===== src/rtl/uart_pkg.sv =====
// Shared types and helpers for the UART receive path: FSM state encoding,
// the default oversampling ratio, and the counter-width helper.
package uart_pkg;

    localparam int OVERSAMPLE_DEF = 8;

    typedef enum logic [2:0] {
        IDLE      = 3'd0,
        START     = 3'd1,
        DATA      = 3'd2,
        PARITY    = 3'd3,
        STOP      = 3'd4,
        WAIT_HIGH = 3'd5
    } state_t;

    // Bits needed to count 0..value-1, never less than one.
    function automatic int clog2(input int value);
        int w;
        w = 0;
        for (int v = value - 1; v > 0; v = v >> 1) begin
            w++;
        end
        return (w < 1) ? 1 : w;
    endfunction

endpackage


===== src/rtl/uart_rx_if.sv =====
// Signal bundle between the UART receiver and its surroundings (line, baud_gen, consumer).
// UART_RX_PARITY_EN adds the parity_err strobe.
interface uart_rx_if #(
    parameter int DATA_BITS = 8
);
    logic                 rx_in;
    logic                 tick_8x;
    logic                 baud_en;
    logic [DATA_BITS-1:0] rx_data;
    logic                 rx_valid;
    logic                 rx_busy;
    logic                 frame_err;
`ifdef UART_RX_PARITY_EN
    logic                 parity_err;

    modport master (
        output rx_in, tick_8x,
        input  baud_en, rx_data, rx_valid, rx_busy, frame_err, parity_err
    );
    modport slave (
        input  rx_in, tick_8x,
        output baud_en, rx_data, rx_valid, rx_busy, frame_err, parity_err
    );
`else
    modport master (
        output rx_in, tick_8x,
        input  baud_en, rx_data, rx_valid, rx_busy, frame_err
    );
    modport slave (
        input  rx_in, tick_8x,
        output baud_en, rx_data, rx_valid, rx_busy, frame_err
    );
`endif
endinterface


===== src/rtl/sync_2ff.sv =====
// Two-flop synchroniser for asynchronous inputs, with a selectable reset value
// so idle-high lines do not produce a false edge out of reset.
module sync_2ff #(
    parameter int               WIDTH   = 1,
    parameter logic [WIDTH-1:0] RST_VAL = '1
) (
    input  logic             clk,
    input  logic             rst,
    input  logic [WIDTH-1:0] d,
    output logic [WIDTH-1:0] q
);

    logic [WIDTH-1:0] meta;

    always_ff @(posedge clk) begin
        if (rst) begin
            meta <= RST_VAL;
            q    <= RST_VAL;
        end else begin
            meta <= d;
            q    <= meta;
        end
    end

endmodule


===== src/rtl/uart_rx.sv =====
// 8N1 UART receiver driven by baud_gen's oversampling tick; optional parity
// stage when UART_RX_PARITY_EN is defined.
//
// state     | meaning
// ----------+------------------------------------------------------------
// IDLE      | line idle, waiting for rx_s low (start edge)
// START     | counting to mid start bit; high there means glitch
// DATA      | sampling data bits at bit centres, LSB first
// PARITY    | sampling the parity bit (UART_RX_PARITY_EN only)
// STOP      | sampling the stop bit; publish byte or flag framing error
// WAIT_HIGH | line stuck low after a bad stop bit; wait for it to release
module uart_rx
    import uart_pkg::*;
#(
    parameter int DATA_BITS  = 8,
    parameter int OVERSAMPLE = OVERSAMPLE_DEF
`ifdef UART_RX_PARITY_EN
  , parameter bit PARITY_ODD = 1'b0
`endif
) (
    input  logic      clk,
    input  logic      rst,
    uart_rx_if.slave  bus
);

    localparam int TW = clog2(OVERSAMPLE);
    localparam int BW = clog2(DATA_BITS);

    localparam logic [TW-1:0] T_MID  = TW'(OVERSAMPLE / 2 - 1);
    localparam logic [TW-1:0] T_LAST = TW'(OVERSAMPLE - 1);
    localparam logic [BW-1:0] B_LAST = BW'(DATA_BITS - 1);
    localparam logic [TW-1:0] T_ONE  = TW'(1);
    localparam logic [BW-1:0] B_ONE  = BW'(1);

    logic                 rx_s;
    state_t               state;
    logic [TW-1:0]        tcnt;
    logic [BW-1:0]        bcnt;
    logic [DATA_BITS-1:0] shreg;
    logic [DATA_BITS-1:0] rx_data_q;
    logic                 rx_valid_q;
    logic                 frame_err_q;
    logic                 active_q;
`ifdef UART_RX_PARITY_EN
    logic                 par_bad;
    logic                 parity_err_q;
`endif

    sync_2ff #(
        .WIDTH   (1),
        .RST_VAL (1'b1)
    ) u_sync_rx (
        .clk (clk),
        .rst (rst),
        .d   (bus.rx_in),
        .q   (rx_s)
    );

    // OVERSAMPLE is a power of two, so tcnt wraps to 0 on its own after T_LAST.
    always_ff @(posedge clk) begin
        if (rst) begin
            state       <= IDLE;
            tcnt        <= '0;
            bcnt        <= '0;
            shreg       <= '0;
            rx_data_q   <= '0;
            rx_valid_q  <= 1'b0;
            frame_err_q <= 1'b0;
            active_q    <= 1'b0;
`ifdef UART_RX_PARITY_EN
            par_bad      <= 1'b0;
            parity_err_q <= 1'b0;
`endif
        end else begin
            rx_valid_q  <= 1'b0;
            frame_err_q <= 1'b0;
`ifdef UART_RX_PARITY_EN
            parity_err_q <= 1'b0;
`endif
            case (state)
                IDLE: begin
                    if (!rx_s) begin
                        state    <= START;
                        tcnt     <= '0;
                        active_q <= 1'b1;
                    end
                end

                START: begin
                    if (bus.tick_8x) begin
                        if (tcnt == T_MID) begin
                            tcnt <= '0;
                            bcnt <= '0;
                            if (!rx_s) begin
                                state <= DATA;
                            end else begin
                                state    <= IDLE;
                                active_q <= 1'b0;
                            end
                        end else begin
                            tcnt <= tcnt + T_ONE;
                        end
                    end
                end

                DATA: begin
                    if (bus.tick_8x) begin
                        tcnt <= tcnt + T_ONE;
                        if (tcnt == T_LAST) begin
                            shreg <= {rx_s, shreg[DATA_BITS-1:1]};
                            if (bcnt == B_LAST) begin
`ifdef UART_RX_PARITY_EN
                                state <= PARITY;
`else
                                state <= STOP;
`endif
                            end else begin
                                bcnt <= bcnt + B_ONE;
                            end
                        end
                    end
                end

`ifdef UART_RX_PARITY_EN
                PARITY: begin
                    if (bus.tick_8x) begin
                        tcnt <= tcnt + T_ONE;
                        if (tcnt == T_LAST) begin
                            par_bad <= ((^shreg) ^ rx_s) != PARITY_ODD;
                            state   <= STOP;
                        end
                    end
                end
`endif

                STOP: begin
                    if (bus.tick_8x) begin
                        tcnt <= tcnt + T_ONE;
                        if (tcnt == T_LAST) begin
                            if (rx_s) begin
                                rx_data_q  <= shreg;
                                rx_valid_q <= 1'b1;
`ifdef UART_RX_PARITY_EN
                                parity_err_q <= par_bad;
`endif
                                state      <= IDLE;
                                active_q   <= 1'b0;
                            end else begin
                                frame_err_q <= 1'b1;
                                state       <= WAIT_HIGH;
                            end
                        end
                    end
                end

                // A line held low (break) must not look like a fresh start bit.
                WAIT_HIGH: begin
                    if (rx_s) begin
                        state    <= IDLE;
                        active_q <= 1'b0;
                    end
                end

                default: begin
                    state    <= IDLE;
                    tcnt     <= '0;
                    bcnt     <= '0;
                    active_q <= 1'b0;
                end
            endcase
        end
    end

    assign bus.baud_en   = active_q;
    assign bus.rx_busy   = active_q;
    assign bus.rx_data   = rx_data_q;
    assign bus.rx_valid  = rx_valid_q;
    assign bus.frame_err = frame_err_q;
`ifdef UART_RX_PARITY_EN
    assign bus.parity_err = parity_err_q;
`endif

endmodule


===== src/flat_wrapper.sv =====
// flat-port wrapper written by rule: the top's interface ports become plain ports
module uart_rx_flat import uart_pkg::*;
#(
    parameter int DATA_BITS  = 8,
    parameter int OVERSAMPLE = OVERSAMPLE_DEF

)
  (clk, rst, bus_rx_in, bus_tick_8x, bus_baud_en, bus_rx_data, bus_rx_valid, bus_rx_busy, bus_frame_err);
  uart_rx_if #(.DATA_BITS(DATA_BITS)) bus_i ();
  input  logic clk;
  input  logic rst;
  input wire logic [$bits(bus_i.rx_in)-1:0] bus_rx_in;
  input wire logic [$bits(bus_i.tick_8x)-1:0] bus_tick_8x;
  output wire logic [$bits(bus_i.baud_en)-1:0] bus_baud_en;
  output wire logic [$bits(bus_i.rx_data)-1:0] bus_rx_data;
  output wire logic [$bits(bus_i.rx_valid)-1:0] bus_rx_valid;
  output wire logic [$bits(bus_i.rx_busy)-1:0] bus_rx_busy;
  output wire logic [$bits(bus_i.frame_err)-1:0] bus_frame_err;
  assign bus_i.rx_in = bus_rx_in;
  assign bus_i.tick_8x = bus_tick_8x;
  assign bus_baud_en = bus_i.baud_en;
  assign bus_rx_data = bus_i.rx_data;
  assign bus_rx_valid = bus_i.rx_valid;
  assign bus_rx_busy = bus_i.rx_busy;
  assign bus_frame_err = bus_i.frame_err;
  uart_rx #(.DATA_BITS(DATA_BITS), .OVERSAMPLE(OVERSAMPLE)) u_core (.clk(clk), .rst(rst), .bus(bus_i));
endmodule

===== config.mk =====
export PLATFORM = sky130hd
export DESIGN_NAME = uart_rx_flat
export DESIGN_NICKNAME = d
export VERILOG_FILES = /design/src/rtl/uart_pkg.sv /design/src/rtl/uart_rx_if.sv /design/src/rtl/sync_2ff.sv /design/src/rtl/uart_rx.sv /design/src/flat_wrapper.sv
export SDC_FILE = /design/constraint.sdc
export NUM_CORES = 1
export LEC_CHECK = 0
export CORE_ASPECT_RATIO = 1.4
export CORE_MARGIN = 2
export CORE_UTILIZATION = 61
export CTS_BUF_LIST = sky130_fd_sc_hd__clkbuf_4
export DETAILED_ROUTE_END_ITERATION = 12
export GPL_ROUTABILITY_DRIVEN = 0
export PLACE_DENSITY = 0.85
export SYNTH_ARGS = -nofsm -noshare
export SYNTH_HDL_FRONTEND = slang
export SYNTH_HIERARCHICAL = 1
export SYNTH_SLANG_ARGS = --single-unit

===== constraint.sdc =====
create_clock -name clk -period 2.58 [get_ports clk]
set_clock_uncertainty 0.1 [all_clocks]
set_input_delay 0.258 -clock clk [delete_from_list [all_inputs] [get_ports clk]]
set_output_delay 0.258 -clock clk [all_outputs]
set_load 0.03 [all_outputs]

==> impl_results.md, run 1 <==
- WP data required: between 2 and 3 ns
- Worst slew margin: between 50% and 60%
- Fin Setup TNS: 0 ns
- Post-synthesis sequential area ratio: around two fifths
- Critical path arrival: 2.22 ns
- Initial core utilization: 65.6%
- DRT antenna net count: 0
- Non-filler cells, final: ~190
- Final WL: 2760 microns
- Setup CP Type: flop to flop
- Gr ovfl total: 0
- Hold WC Path Type: flop to flop
- FP Rows: 20
- Nets: 174
- Antenna cells: 0
- Initial antenna violation count: 0
- Vias in the first global route: between 1000 and 1500
- Width of the die: around 45 microns
- Via count: 1092
- Yosys reg bits: 30
- Die H: 61.6 microns
- Clk root buf: clkbuf_4
- Crit path cell chain: ha_1 > ha_1 > nand2_4 > and4bb_1 > mux2i_1 > nor2_1
- P_leak: between 0.6 and 0.7 nW
- Hpwl dp: roughly 1900 microns
- Num CTS Buffers: 5
- Period minus WS final: between 2 and 2.5 ns
- Drt initial violations: 21
- Most Frequent Cell on Critical Path: ha_1
- Post-CTS Hold Buffers: 0
- Dpl cells: between 150 and 200
- Drt drc: 0
- Post-cts gate resize count: 0
- First-pass GRT wire length: 4800 microns
- Layout fillers: 161
- Post-detailed-route wirelength per cell: roughly 15 microns
- Worst Tran Pin Value: 0.615 ns
- Post CTS Setup Buffer Count: 0
- DR pass1 iterations: 4
- Drt via density: roughly 6
- Maximum VDD drop: around 0.52 mV
- CP Capture Type: flop
- # setup viols final: 0
- Gate Count Post-Synth: roughly 150
- Final Hold Violating Endpoints: 0
- Startpoint Class: flop
- Overall power: about 0.87 mW
- Status: completed
- RSZ-0062 raised after global routing: false
- Largest net degree at the start of global routing: 23
- Crit path max fanout: 9
- Max Clock Freq: ~470 MHz
- Power density cells: 527 nW/um^2
- Delay of the slowest critical-path stage: 0.59 ns
- Fraction of layout cells with a size suffix above 1: under 10%
- Syn nets: 161
- Max-Cap Viols: 0
- Distinct cells, synth: 38
- Worst-path clk slew: roughly 0.09 ns
- PortBufs: 15
- Fin. max-slew vios: 0
- TritonCTS clock tree: yes
- Htree depth: 2
- Clock sinks: 30
- Total GRT Usage: about a quarter
- Maximum root-to-sink buffer count: 2
- Tcrit/Tclk final: 82.0%
- Post-Syn Area: around 1400 sq um
- Ports: 16
- Die ar.: 2780 sq um
- Yosys warnings: 6
- Area delta synth->final: 14.7%
- Area of the core: around 2200 sq um
- CP max stage cell: and4bb_1
- Latest clock arrival within the worst-skew pair: ~0.33 ns
- Mean post-synth cell area: roughly 9.6 sq um
-- state kept, by name (all words and copies together), names as in the netlist --
register               cells
u_core/bus.rx_data         8
u_core/shreg               8
u_core/bcnt                3
u_core/state               3
u_core/tcnt                3
u_core/bus.baud_en         1
u_core/bus.frame_err       1
u_core/bus.rx_valid        1
u_core/u_sync_rx/meta      1
u_core/u_sync_rx/q         1
-- Yosys cell counts --
| cell type | n | share of area [%] |
|---|---|---|
| nand2b_1 | 4 | 1.7 |
| a21oi_1 | 7 | 2.4 |
| a2111o_1 | 1 | 0.78 |
| a31oi_1 | 1 | 0.43 |
| nand4bb_1 | 2 | 1.6 |
| nor2b_1 | 5 | 2.2 |
| o21ai_0 | 3 | 1.0 |
| nor4bb_1 | 1 | 0.69 |
| inv_1 | 2 | 0.52 |
| nand4b_1 | 1 | 0.61 |
| or3_1 | 1 | 0.43 |
| a211o_1 | 1 | 0.61 |
| mux2i_1 | 19 | 13 |
| nor2_1 | 25 | 6.5 |
| nand2_4 | 1 | 0.78 |
| o21bai_1 | 1 | 0.52 |
| a21o_1 | 3 | 1.6 |
| nor3b_1 | 2 | 1.0 |
| nor4_1 | 1 | 0.43 |
| buf_2 | 4 | 1.4 |
| nand2_1 | 1 | 0.26 |
| or2_1 | 2 | 0.87 |
| and3b_1 | 3 | 1.8 |
| o21ai_1 | 2 | 0.69 |
| nor2_8 | 1 | 1.4 |
| and4bb_1 | 1 | 0.87 |
| o211a_1 | 1 | 0.69 |
| nor3_1 | 1 | 0.35 |
| buf_1 | 1 | 0.26 |
| dfxtp_1 | 30 | 42 |
| nand3_1 | 6 | 2.1 |
| ha_1 | 6 | 5.2 |
| or3b_4 | 1 | 0.78 |
| clkbuf_1 | 3 | 0.78 |
| a211oi_1 | 2 | 1.0 |
| a41oi_1 | 1 | 0.61 |
| buf_4 | 3 | 1.6 |
| o22ai_2 | 1 | 0.87 |
-- logic make-up after synthesis --
group | after synthesis | synth area share, %
multiplexers | 19 | 13.2
adder cells (fa/ha/maj) | 6 | 5.19
buffers and inverters | 13 | 4.50
AO/OA/AOI/OAI | 24 | 11.3
flip-flops | 30 | 41.6
AND/OR/NAND/NOR | 59 | 24.3
-- per-layer routing --
| metal | track usage [%] | part of all wire (%) | vias up |
|---|---|---|---|
| met5 | 0 | 0 | - |
| met4 | 11.3 | 1.9 | 0 |
| met3 | 5.87 | 3.4 | 5 |
| met2 | 38.4 | 51 | 16 |
| met1 | 29.7 | 44 | 521 |
| li1 | - | - | 550 |
-- area by class of cell --
type / count / area, sq um / area share [%]
clock buffer: 5 / 37.5 / 2.26
clock inverter: 3 / 40.0 / 2.42
inverter: 2 / 7.51 / 0.453
multi-input combinational: 108 / 779 / 47.0
sequential: 30 / 601 / 36.2
tap: 22 / 27.5 / 1.66
timing repair buffer: 17 / 165 / 9.96
-- final timing paths --
check / from / endpoint / slack [ns] / cells past startpoint
worst min register to register: u_core/u_sync_rx/meta$_SDFF_PP1_ / u_core/u_sync_rx/q$_SDFF_PP1_ / 0.32 / 1
worst max-delay path: u_core/tcnt[0]$_SDFFE_PP0P_ / u_core/bus.rx_data[5]$_SDFFE_PP0P_ / 0.46 / 6
worst min-delay path: u_core/u_sync_rx/meta$_SDFF_PP1_ / u_core/u_sync_rx/q$_SDFF_PP1_ / 0.32 / 1
worst max register to register: u_core/tcnt[0]$_SDFFE_PP0P_ / u_core/bus.rx_data[5]$_SDFFE_PP0P_ / 0.46 / 6
-- where the power goes --
part / internal [mW] / switching (mW)
registers: 0.466 / 0.00679
logic: 0.0199 / 0.0217
clock network: 0.201 / 0.159
total: 0.686 / 0.187
-- critical path: cells and delay by family, from the launching register on --
| family | cells | cell delay [ns] |
|---|---|---|
| fa+ha+maj | 2 | 0.50 |
| simple gates | 3 | 0.76 |
| flops | 1 | 0.38 |
| mux | 1 | 0.25 |
-- stage by stage --
| step | util [%] | cell area, sq um | hold WS [ns] | setup slack [ns] |
|---|---|---|---|---|
| floorplan | - | 1450 | 0.255 | 0.842 |
| global placement | 71.8 | 1580 | 0.289 | 0.558 |
| detailed placement | 71.8 | 1580 | 0.297 | 0.508 |
| CTS | 75.3 | 1660 | 0.319 | 0.471 |
| global route | 75.3 | 1660 | 0.330 | 0.307 |
| finish | 75.3 | 1660 | 0.318 | 0.463 |
-- placed cells by master, fill, tap and decap left out, types with 2 or more instances in the layout --
cell	count
a211oi_1	2
a21o_1	3
a21oi_1	7
and3b_1	3
buf_4	2
clkbuf_4	5
clkdlybuf4s50_1	15
clkinv_2	2
dfxtp_1	30
ha_1	6
inv_1	2
mux2i_1	19
nand2b_1	4
nand3_1	6
nand4bb_1	2
nor2_1	25
nor2b_1	5
nor3b_1	2
o21ai_0	3
o21ai_1	2
or2_1	2
Note: power is estimated with default switching activity, not from simulation.
==> run 2, diff against run 1 <==
--- a/config.mk
+++ b/config.mk
@@ -7,11 +7,11 @@
 export LEC_CHECK = 0
 export CORE_ASPECT_RATIO = 1.4
 export CORE_MARGIN = 2
-export CORE_UTILIZATION = 61
+export CORE_UTILIZATION = 57
 export CTS_BUF_LIST = sky130_fd_sc_hd__clkbuf_4
 export DETAILED_ROUTE_END_ITERATION = 12
 export GPL_ROUTABILITY_DRIVEN = 0
-export PLACE_DENSITY = 0.85
+export PLACE_DENSITY = 0.81
 export SYNTH_ARGS = -nofsm -noshare
 export SYNTH_HDL_FRONTEND = slang
 export SYNTH_HIERARCHICAL = 1
==> constraint.sdc (replaced) <==
create_clock -name clk -period 2.14 [get_ports clk]
set_clock_uncertainty 0.1 [all_clocks]
set_input_delay 0.214 -clock clk [delete_from_list [all_inputs] [get_ports clk]]
set_output_delay 0.214 -clock clk [all_outputs]
set_load 0.03 [all_outputs]
==> run 2 against run 1 <==
- register-to-register slack worse by 0.29 ns
- sequential power up 21%
- critical path depth rose by 1
- routed wire length grew 4.2%
- highest routed layer unchanged
==> impl_results.md, run 2 (same netlist as run 1, synthesis figures left out) <==
- Via count: around 1100
- Final WL: 2870 microns
- Hold_ws: 0.318 ns
- Post-cts gate resize count: 0
- Final instance area: around 1700 sq um
- Clock sinks: 30
- Initial antenna violation count: 0
- Util after Layout: between 60% and 70%
- Fin Setup TNS: 0 ns
- Critical path arrival: about 2.1 ns
- Layout fillers: approximately 200
- R2r setup slk: around 0.17 ns
- P_leak: approximately 0.67 nW
- Worst-path clk slew: around 0.10 ns
- Crit. Startpoint: u_core/tcnt[0]$_SDFFE_PP0P_
- Total GRT Usage: between 20% and 30%
- Hpwl dp: 2020 microns
- Cell Area, Placed: roughly 1600 sq um
- Post CTS Setup Buffer Count: 0
- Clock Power Share: between 30% and 40%
- RSZ-0062 raised after global routing: false
- Worst slew margin: 58.6%
- CP delay by family, top: adder cells
- Most Frequent Cell on Critical Path: ha_1
- Clk root buf: clkbuf_4
- Ports: 16
- Period minus WS final: approximately 2.0 ns
- Latest clock arrival within the worst-skew pair: about 0.33 ns
- Drt via density: 5.66
- Maximum VDD drop: roughly 0.48 mV
- Num CTS Buffers: 5
- Largest net degree at the start of global routing: 34
- # setup viols final: 0
- Start point of the worst hold path: u_core/u_sync_rx/meta$_SDFF_PP1_
- FP Rows: 21
- Area delta synth->final: 14.7%
- Hold WC Path Type: flop to flop
- Met2 usage: 37.0%
- DP Worst Slack: about 0.2 ns
- Reg2reg path depth: 7
- Die H: between 60 and 70 microns
- Worst Tran Pin Value: slightly above 0.6 ns
- Commonest non-fill, non-tap cells in the layout: 30 x dfxtp_1, 25 x nor2_1, 19 x mux2i_1, 15 x clkdlybuf4s50_1, 7 x a21oi_1
- Non-filler cells, final: 200
- CP max stage cell: dfxtp_1
- Tcrit/Tclk final: ~92%
- Drt initial violations: 32
- Buf+Inv Stages, Crit Path: 1
- Nets: 176
- DR pass1 iterations: 4
- Start of the worst register-to-register path: u_core/tcnt[0]$_SDFFE_PP0P_
- DRT antenna net count: 0
- Fin. max-slew vios: 0
- Commonest non-fill, non-tap cell in the layout: dfxtp_1
- P_int: between 0.7 and 0.8 mW
- Overall power: slightly above 0.9 mW
- Combinational Power Share: around 5.4%
- GRT Max-Usage Layer: met2
- First-pass GRT wire length: around 4800 microns
- Dpl cells: between 150 and 200
- Fraction of layout cells with a size suffix above 1: 9.04%
- Reg power frac: between 60% and 70%
- Worst setup margin: 0.173 ns
- Max-Cap Viols: 0
- Fraction of met3 tracks used by global routing: 8.02%
- Gr ovfl total: 0
- Drt drc: 0
- Vias in the first global route: roughly 1100
- Maximum root-to-sink buffer count: 2
- Crit path max fanout: 9
- Grt met1 use: 24.3%
- PortBufs: 15
- Post-detailed-route wirelength per cell: around 14 microns
- Width of the die: 46.6 microns
- Critical path depth: 7
- Max Clock Freq: 508 MHz
- Startpoint Class: flop
- Delay of the slowest critical-path stage: 0.36 ns
- Crit path capture: u_core/bus.rx_data[2]$_SDFFE_PP0P_
- P_sw: 0.225 mW
- Setup CP Type: flop to flop
- CP Capture Type: flop
- TritonCTS clock tree: yes
- Post-CTS Hold Buffers: 0
- Die ar.: ~3000 sq um
- Area of the core: about 2400 sq um
- Antenna cells: 0
- Htree depth: 2
- WP data required: 2.24 ns
- Switch share: roughly a quarter
- Crit path cell chain: ha_1 > ha_1 > nand2_4 > and4bb_1 > buf_4 > mux2i_1 > nor2_1
- Final Hold Violating Endpoints: 0
- Status: completed
- Power density cells: ~560 nW/um^2
- Worst r2r dst: u_core/bus.rx_data[2]$_SDFFE_PP0P_
- Initial core utilization: between 60% and 70%
## run 2: cell types whose count changed in the layout (fill, tap and decap cells not counted), sizes merged
cell,before,now
buf,2,4
bufinv,1,0
## run 2: worst min path at each step
stage | to | slack [ns] | cells after the start
final | u_core/u_sync_rx/q$_SDFF_PP1_ | 0.32 | 1
after global routing | u_core/u_sync_rx/meta$_SDFF_PP1_ | 0.33 | 2
after CTS | u_core/u_sync_rx/q$_SDFF_PP1_ | 0.32 | 1
after detailed placement | u_core/u_sync_rx/q$_SDFF_PP1_ | 0.30 | 1
after global placement | u_core/u_sync_rx/q$_SDFF_PP1_ | 0.29 | 1
after floorplan | u_core/u_sync_rx/meta$_SDFF_PP1_ | 0.21 | 1
## run 2: layout make-up
| class | count | area (sq um) | share of cell area [%] |
|---|---|---|---|
| sequential | 30 | 601 | 36.2 |
| multi-input combinational | 108 | 779 | 47.0 |
| inverter | 2 | 7.51 | 0.453 |
| clock inverter | 2 | 10.0 | 0.604 |
| tap | 34 | 42.5 | 2.57 |
| timing repair buffer | 19 | 180 | 10.9 |
| clock buffer | 5 | 37.5 | 2.26 |
## run 2: power by group through the flow
stage	Clock (mW)	Sequential, mW	Combinational (mW)
global route	0.340	0.572	0.0550
detailed placement	0	0.583	0.0505
floorplan	0	0.579	0.0396
finish	0.308	0.570	0.0505
CTS	0.323	0.570	0.0507
global placement	0	0.583	0.0492
## run 2: routing by layer
metal  vias to the layer above  wire, microns
met2                        21           1530
met4                         0            101
li1                        556              -
met5                         -              0
met1                       545           1110
met3                         9            136
## run 2: worst register-to-register path: stages, from the launching register on
cell and delay [ns]:
dfxtp_1 0.36, ha_1 0.21, ha_1 0.28, nand2_4 0.12, and4bb_1 0.27, buf_4 0.19, mux2i_1 0.25, nor2_1 0.05
==> run 3, diff against run 2 <==
--- a/config.mk
+++ b/config.mk
@@ -12,6 +12,8 @@
 export DETAILED_ROUTE_END_ITERATION = 12
 export GPL_ROUTABILITY_DRIVEN = 0
 export PLACE_DENSITY = 0.81
+export SETUP_SLACK_MARGIN = 0.4
+export SLEW_MARGIN = 10
 export SYNTH_ARGS = -nofsm -noshare
 export SYNTH_HDL_FRONTEND = slang
 export SYNTH_HIERARCHICAL = 1
==> constraint.sdc (replaced) <==
create_clock -name clk -period 2.14 [get_ports clk]
set_clock_uncertainty 0.1 [all_clocks]
set_input_delay 0.214 -clock clk [delete_from_list [all_inputs] [get_ports clk]]
set_output_delay 0.214 -clock clk [all_outputs]
set_load 0.1 [all_outputs]
==> run 3 against run 2 <==
- critical path depth is the same
- setup slack gained 0.29 ns
- design area grew 3.8%
- total power grew 1.6%
- combinational power grew 22%
- first-iteration DRC count shrank 47%
- die area is the same
- core utilization grew 2.6 points
- non-clock buffer count grew 5
- largest power group unchanged
==> impl_results.md, run 3 (same netlist as run 1, synthesis figures left out) <==
- Status: completed
- Maximum VDD drop: between 0.4 and 0.5 mV
- # setup viols final: 0
- WHS Endpoint: u_core/u_sync_rx/q$_SDFF_PP1_
- First-pass GRT wire length: roughly 4600 microns
- Period minus WS final: roughly 1.7 ns
- Most Frequent Cell on Critical Path: ha_4
- Worst r2r dst: u_core/bus.rx_data[7]$_SDFFE_PP0P_
- Via count: approximately 1200
- Max Clock Freq: between 500 and 600 MHz
- Non-filler cells, final: 206
- Commonest non-fill, non-tap cells in the layout: 27 x dfxtp_1, 25 x nor2_1, 20 x buf_4, 19 x mux2i_1, 7 x a21oi_1
- Worst-path clk slew: ~0.090 ns
- Critical path depth: 7
- FP Rows: 21
- Total GRT Usage: between 20 and 25%
- Crit path cell chain: ha_4 > ha_4 > nand2_8 > and4bb_1 > buf_6 > mux2i_1 > nor2_1
- Switch share: 23.5%
- Latest clock arrival within the worst-skew pair: 0.33 ns
- Vias in the first global route: ~1100
- Fin. max-slew vios: 0
- Area delta synth->final: 19.0%
- Cell Area, Placed: about 1600 sq um
- Delay of the slowest critical-path stage: around 0.36 ns
- Hold path depth: 1
- RSZ-0062 raised after global routing: true
- PortBufs: 15
- Start point of the worst hold path: u_core/u_sync_rx/meta$_SDFF_PP1_
- P_int: about 0.72 mW
- Power density cells: 548 nW/um^2
- CP Capture Type: flop
- CP delay by family, top: simple AND/OR/NAND/NOR gates
- Final Hold Violating Endpoints: 0
- Num CTS Buffers: 5
- Maximum root-to-sink buffer count: 2
- WP data required: about 2.2 ns
- Fin Setup TNS: 0 ns
- Util after Layout: a little under three quarters
- Max-Cap Viols: 0
- P_leak: 0.708 nW
- Antenna cells: 0
- Crit. Startpoint: u_core/tcnt[0]$_SDFFE_PP0P_
- Die H: ~64 microns
- Drt via density: 5.61
- Reg power frac: 60.5%
- Dpl cells: 194
- Largest net degree at the start of global routing: 23
- Nets: 181
- Htree depth: 2
- Clock sinks: 30
- Fraction of layout cells with a size suffix above 1: approximately 23%
- Ports: 16
- P_sw: 0.222 mW
- Gr ovfl total: 0
- CP max stage cell: dfxtp_2
- Drt initial violations: 17
- TritonCTS clock tree: yes
- Buf+Inv Stages, Crit Path: 1
- Start of the worst register-to-register path: u_core/tcnt[0]$_SDFFE_PP0P_
- Reg2reg path depth: 7
- Worst slew margin: about 55%
- DR pass1 iterations: 4
- Post-detailed-route wirelength per cell: 13.3 microns
- R2r setup slk: roughly 0.46 ns
- Worst Tran Pin Value: about 0.68 ns
- Critical path arrival: around 1.8 ns
- Tcrit/Tclk final: 78.4%
- Initial core utilization: 60.4%
- Final instance area: between 1500 and 2000 sq um
- Width of the die: 46.6 microns
- Initial antenna violation count: 0
- Area of the core: approximately 2400 sq um
- Startpoint Class: flop
- Drt drc: 0
- Crit path max fanout: 5
- Clk root buf: clkbuf_4
- Hpwl dp: ~2000 microns
- Hold WC Path Type: flop to flop
- Layout fillers: between 150 and 200
- Clock Power Share: 33.0%
- Die ar.: approximately 3000 sq um
- DRT antenna net count: 0
- Setup CP Type: flop to flop
- Commonest non-fill, non-tap cell in the layout: dfxtp_1
- Combinational Power Share: between 6 and 7%
- Post-CTS Hold Buffers: 0
- Final WL: around 2700 microns
[run 3: cell types whose count changed in the layout (fill, tap and decap cells not counted), sizes merged]
cell and delta:
clkbuf +1, clkdlybuf4s50 -12, buf +17
[run 3: how the worst max path moves through the flow]
stage	endpoint	slack, ns
CTS	u_core/bus.rx_data[7]$_SDFFE_PP0P_	0.44
global placement	u_core/bcnt[0]$_SDFFE_PP0P_	0.32
floorplan	u_core/bus.rx_data[0]$_SDFFE_PP0P_	0.43
global route	u_core/bus.rx_data[6]$_SDFFE_PP0P_	0.38
detailed placement	u_core/tcnt[1]$_SDFFE_PP0P_	0.23
finish	u_core/bus.rx_data[7]$_SDFFE_PP0P_	0.46
[run 3: stage by stage]
stage	setup slack, ns	hold WS (ns)	power (mW)
final	0.463	0.316	0.943
after global routing	0.381	0.332	0.982
after CTS	0.437	0.319	0.954
after detailed placement	0.235	0.297	0.644
after global placement	0.317	0.291	0.642
after floorplan	0.435	0.211	0.629
[run 3: power by group through the flow]
stage	Sequential, mW	Clock [mW]	Combinational (mW)
finish	0.570	0.311	0.0616
global route	0.572	0.343	0.0670
CTS	0.570	0.323	0.0608
detailed placement	0.583	0	0.0605
global placement	0.583	0	0.0590
floorplan	0.584	0	0.0451
[run 3: repair_timing]
item / CTS / global route
pin swaps: 1 / 2
buffers inserted: 0 / 3
endpoints found under the setup margin: 14 / 10
gates cloned: 0 / 1
resized for setup: 7 / 4
[run 3: cell type report]
cell class	instances	area, sq um	area share [%]
well taps	34	42.5	2.47
repair buffers	24	191	11.1
clock buffers	6	45.0	2.62
clock inverters	2	8.76	0.509
flip-flops and latches	30	604	35.1
multi-input cells	108	821	47.7
inverters	2	7.51	0.436
[run 3: worst reg2reg max path, stage by stage, from the launching register on]
cell,delay (ns)
dfxtp_2,0.36
ha_4,0.16
ha_4,0.17
nand2_8,0.05
and4bb_1,0.31
buf_6,0.15
mux2i_1,0.19
nor2_1,0.05
[run 3: per-layer routing]
layer	track usage [%]	part of all wire, %	wire (microns)
met3	6.88	3.3	91
met4	10.7	1.1	29
met5	0	0	0
met2	35.2	55	1510
met1	24.4	40	1110
